$ cat config.mk
export PLATFORM = sky130hd
export DESIGN_NAME = counter_nbit
export DESIGN_NICKNAME = d
export VERILOG_FILES = /design/src/rtl/counter_nbit.sv
export SDC_FILE = /design/constraint.sdc
export NUM_CORES = 1
export LEC_CHECK = 0
export CAP_MARGIN = 10
export CORE_MARGIN = 4
export CORE_UTILIZATION = 44
export DETAILED_ROUTE_END_ITERATION = 8
export PLACE_DENSITY = 0.82
export SKIP_LAST_GASP = 1
export SLEW_MARGIN = 0
export SYNTH_ARGS = -nofsm -noshare
export SYNTH_HDL_FRONTEND = slang
export SYNTH_SLANG_ARGS = --single-unit
$ cat constraint.sdc
create_clock -name clk -period 2.1 [get_ports clk]
set_input_delay 0.42 -clock clk [delete_from_list [all_inputs] [get_ports clk]]
set_output_delay 0.42 -clock clk [all_outputs]
set_load 0.03 [all_outputs]
$ cat src/rtl/counter_nbit.sv
// ============================================================================
// counter_nbit
// ----------------------------------------------------------------------------
// General-purpose up/down counter with a programmable terminal value.
// The counting range is 0..limit. Hitting a boundary produces a one-cycle
// terminal-count pulse (tc) and sets a sticky flag (ovf).
//
// Build option:
//   COUNTER_NBIT_SAT_EN  undefined (default) -> wrap at the boundaries
//                        defined             -> saturate at the boundaries
//
// Parameters:
//   WIDTH      counter width in bits (>= 2)
//   RESET_VAL  value of `number` while reset is held
//
// Ports:
//   clk      rising-edge clock
//   rst_n    asynchronous, active-low reset
//   clear    synchronous clear to 0 (highest priority)
//   set      synchronous load of data_in
//   data_in  load value (may exceed limit)
//   enable   take one counting step this cycle
//   dir      0 = count up, 1 = count down
//   limit    terminal value, sampled every cycle
//   number   current count (registered)
//   tc       terminal-count pulse (registered)
//   ovf      sticky boundary flag, cleared by clear/set/reset (registered)
// ============================================================================
module counter_nbit #(
    parameter int          WIDTH     = 8,
    parameter int unsigned RESET_VAL = 0
) (
    input  logic             clk,
    input  logic             rst_n,
    input  logic             clear,
    input  logic             set,
    input  logic [WIDTH-1:0] data_in,
    input  logic             enable,
    input  logic             dir,
    input  logic [WIDTH-1:0] limit,
    output logic [WIDTH-1:0] number,
    output logic             tc,
    output logic             ovf
);

    localparam logic [WIDTH-1:0] RESET_NUM = WIDTH'(RESET_VAL);
    localparam logic [WIDTH-1:0] ONE       = WIDTH'(1);

    logic [WIDTH-1:0] number_reg, number_next;
    logic             tc_reg, tc_next;
    logic             ovf_reg, ovf_next;

    // Boundary detection. The up boundary uses >= so that a value loaded
    // above limit is treated as already past the terminal value.
    logic up_hit;
    logic down_hit;

    assign up_hit   = (number_reg >= limit);
    assign down_hit = (number_reg == '0);

    // Value taken on a boundary event; this is the only place the two
    // build variants differ.
    logic [WIDTH-1:0] up_boundary_val;
    logic [WIDTH-1:0] down_boundary_val;

`ifdef COUNTER_NBIT_SAT_EN
    // Saturate: clamp to limit going up (pulls an over-limit load down),
    // stick at zero going down.
    assign up_boundary_val   = limit;
    assign down_boundary_val = '0;
`else
    // Wrap: roll over to the opposite end of the 0..limit range.
    assign up_boundary_val   = '0;
    assign down_boundary_val = limit;
`endif

    always_comb begin
        number_next = number_reg;
        tc_next     = 1'b0;
        ovf_next    = ovf_reg;

        if (clear) begin
            number_next = '0;
            ovf_next    = 1'b0;
        end else if (set) begin
            number_next = data_in;
            ovf_next    = 1'b0;
        end else if (enable) begin
            if (!dir) begin
                if (up_hit) begin
                    number_next = up_boundary_val;
                    tc_next     = 1'b1;
                    ovf_next    = 1'b1;
                end else begin
                    number_next = number_reg + ONE;
                end
            end else begin
                if (down_hit) begin
                    number_next = down_boundary_val;
                    tc_next     = 1'b1;
                    ovf_next    = 1'b1;
                end else begin
                    number_next = number_reg - ONE;
                end
            end
        end
    end

    always_ff @(posedge clk or negedge rst_n) begin
        if (!rst_n) begin
            number_reg <= RESET_NUM;
            tc_reg     <= 1'b0;
            ovf_reg    <= 1'b0;
        end else begin
            number_reg <= number_next;
            tc_reg     <= tc_next;
            ovf_reg    <= ovf_next;
        end
    end

    assign number = number_reg;
    assign tc     = tc_reg;
    assign ovf    = ovf_reg;

endmodule

==> impl_metrics.env <==
export IMPL_drtPass1Iterations=6
export IMPL_syn_inst=158
export IMPL_setup_violations_final=1
export IMPL_timing_fmax_mhz=472
export IMPL_timing_setup_critical_path_class="register to register"
export IMPL_number_of_synthesized_flops_with_an_enable_pin=0
export IMPL_fill_cells=162
export IMPL_multi_input_comb_area_um2=948
export IMPL_clk_pin_slew_ns=0.08
export IMPL_ys_ff_latch=10
export IMPL_grt_ovfl_total=0
export IMPL_routed_wirelength_um=4610
export IMPL_synthSimpleGateAreaFrac=0.264
export IMPL_setup_repair_after_global_routing_missed_its_margin="yes"
export IMPL_number_of_global_route_vias_before_repair=1529
export IMPL_switching_fraction_of_total_power=0.401
export IMPL_yosys_warnings=0
export IMPL_p_int_mw=0.580
export IMPL_largest_net_degree_at_the_start_of_global_routing=15
export IMPL_drc_violations_left=0
export IMPL_core_um2=2520
export IMPL_final_design_area_no_fill_um2=1900
export IMPL_final_net_count=250
export IMPL_synth_adder_area_share=0.116
export IMPL_timing_final_crit_share=1.01
export IMPL_clock_power_share=0.185
export IMPL_avgViaCountPerCell=6.34
export IMPL_power_share_combinational=0.576
export IMPL_buffer_ports_inserted=31
export IMPL_die_w_um=60.0
export IMPL_postSynthNetCount=191
export IMPL_violated_checks="setup timing"
export IMPL_setup_slack_ns=-0.0181
export IMPL_leakagePower_nw=0.845
export IMPL_grt_use_total=0.268
export IMPL_worstPathMaxFanout=4
export IMPL_synth_area_per_cell_um2=7.52
export IMPL_detailed_place_area_um2=1680
export IMPL_wl_per_cell_um=18.7
export IMPL_antenna_diode_count=0
export IMPL_largest_register_ff_count=8
export IMPL_hold_viol_final=0
export IMPL_yosys_area_share_xor_xnor=0.0368
export IMPL_critPathCaptureType="register"
export IMPL_drtIter0Drc=93
export IMPL_cts_tree="yes"
export IMPL_design_portCount=32
export IMPL_net_switching_power_mw=0.388
export IMPL_chipHeight_um=60.0
export IMPL_numCtsBuffers=3
export IMPL_cts_htree_levels=1
export IMPL_muxShareOfSynthArea=0.00947
export IMPL_dominant_register_cell_in_the_synthesized_netlist="dfrtp_1"
export IMPL_syn_area_um2=1190
export IMPL_design_die_area_um2=3600
export IMPL_postSynth_asyncResetShare=1.00
export IMPL_worst_hold_path_type="input port to asynchronous set/reset pin"
export IMPL_slew_violations=0
export IMPL_first_pass_grt_wire_length_um=7250
export IMPL_outcome="finished with violations"
export IMPL_count_of_distinct_cell_types_in_the_synthesized_netlist=45
export IMPL_vias=1559
export IMPL_ant_nets=0
export IMPL_worst_pin_slew_ns=0.475
export IMPL_floorplan_initialDensity=0.471
export IMPL_synth_top_family_by_area="compound AO/OA/AOI/OAI gates"
export IMPL_ir_worst_vdd_uv=312
export IMPL_crit_arrival_ns=2.27
export IMPL_root_buffer_master="clkbuf_4"
export IMPL_synth_compound_area_share=0.273
export IMPL_post_route_util=0.752
export IMPL_detailed_place_hpwl_um=2830
export IMPL_max_cap_viol_count=0
export IMPL_worst_ep_required_time_ns=2.25
export IMPL_clk_insertion_delay_late_ns=0.26
export IMPL_layout_drive_gt1_share=0.333
export IMPL_ff_latch_area_um2=255
export IMPL_cts_path_max_buffers=2
export IMPL_pwr_share_seq=0.239
export IMPL_worst_setup_path_start_kind="register"
export IMPL_clock_sinks=10
export IMPL_worst_clock_skew_ns=0.00363
export IMPL_row_count=18
export IMPL_area_growth_syn_to_layout_pct=59.7
export IMPL_gp_congestion=0.873
export IMPL_synth_yosys_seq_area_share=0.211
export IMPL_layout_min_cycle_time_ns=2.12
export IMPL_slew_limit_headroom=0.682
export IMPL_power_density_nw_per_um2=510
export IMPL_number_of_antenna_violations_at_the_first_check_in_global_routing=0
[path summary, 6_finish.rpt]
path	start	endpoint	slack (ns)	cells past startpoint
max	number[0]$_DFFE_PN0P_	number[2]$_DFFE_PN0P_	-0.02	7
min	rst_n	number[6]$_DFFE_PN0P_	0.47	1
max reg2reg	number[0]$_DFFE_PN0P_	number[2]$_DFFE_PN0P_	-0.02	7
min reg2reg	ovf$_DFFE_PN0P_	ovf$_DFFE_PN0P_	0.56	2
max in group asynchronous	rst_n	number[3]$_DFFE_PN0P_	1.27	1
min in group clk	ovf$_DFFE_PN0P_	ovf$_DFFE_PN0P_	0.56	2
[layout by cell type, fill, tap and decap left out, types with 3 or more instances in the layout]
cell type	netlist	final
buf_4	0	35
clkdlybuf4s50_1	0	23
nor2_1	15	15
nand2_1	14	14
a21oi_1	11	10
inv_1	13	7
nor3_1	7	7
ha_1	11	7
dlygate4sd2_1	0	7
nand3_1	6	6
dfrtp_1	10	6
inv_2	0	5
a211oi_2	0	4
o21ai_2	1	4
xor2_1	4	4
ha_4	0	4
dfrtp_2	0	4
o21ai_0	6	3
clkbuf_4	0	3
[through the flow]
| step | hold WS, ns | power [mW] | std cells | setup TNS (ns) | setup WS [ns] |
|---|---|---|---|---|---|
| floorplan | 0.124 | 0.493 | 158 | 0 | 0.00104 |
| global placement | 0.510 | 0.671 | 233 | -3.49 | -0.398 |
| detailed placement | 0.526 | 0.683 | 233 | -4.33 | -0.466 |
| CTS | 0.476 | 0.916 | 245 | 0 | 0.00555 |
| global route | 0.501 | 1.03 | 246 | -0.233 | -0.0912 |
| finish | 0.474 | 0.969 | 246 | -0.0181 | -0.0181 |
[cells by family after synthesis]
logic type      after synthesis
flops                        10
xor+xnor                      5
buf+inv                      26
compound gates               45
fa+ha+maj                    11
simple gates                 60
mux                           1
[timing repair]
action                                  in CTS  in global routing
resized for setup                           28                 10
endpoints found under the setup margin      10                 11
pin swaps                                   10                  6
gates cloned                                 1                  0
hold buffers                                 0                  0
setup buffers                                7                  1
endpoints found under the hold margin        0                  0
[synth_stat cells (all sizes together), types with 2 or more instances]
cell    number  area, um2
nand3b       2       15.0
a21oi       11       55.1
o21ai        8       43.8
o31a         2       17.5
clkbuf      10       37.5
nor3b        3       22.5
ha          11        138
o211ai       2       15.0
nand2       14       52.6
a221oi       3       26.3
a211oi       5       37.5
nand3        6       30.0
dfrtp       10        250
a41oi        2       17.5
nor4         2       18.8
a221o        2       20.0
nor2b        2       12.5
a22oi        2       15.0
nor2        15       56.3
nand4        2       12.5
buf          3       21.3
inv         13       48.8
nor3         7       35.0
xor2         4       35.0
[critical path: stages (launching register included)]
cell,delay (ns)
dfrtp_2,0.43
inv_4,0.08
ha_4,0.13
or4b_4,0.50
o21ai_2,0.17
o21ai_2,0.08
a221o_1,0.30
a221o_1,0.31
[metal layers]
layer | track usage | wire length [um]
met5 | 0 | 0
met4 | 0.142 | 313
met3 | 0.0324 | 448
met2 | 0.466 | 2140
met1 | 0.318 | 1700
[final cells by class]
class                   count  share of cell area
well taps                  30              0.0198
flip-flops and latches     10               0.134
multi-input cells         122               0.500
repair buffers             67               0.300
clock buffers               4              0.0191
inverters                  13              0.0270
[power groups by stage]
stage               clock, mW  sequential (mW)  combinational, mW
floorplan                   0            0.260              0.233
global placement            0            0.228              0.443
detailed placement          0            0.229              0.454
CTS                     0.179            0.228              0.509
global route            0.190            0.232              0.603
finish                  0.180            0.231              0.558
(Power assumes the default switching activity.)
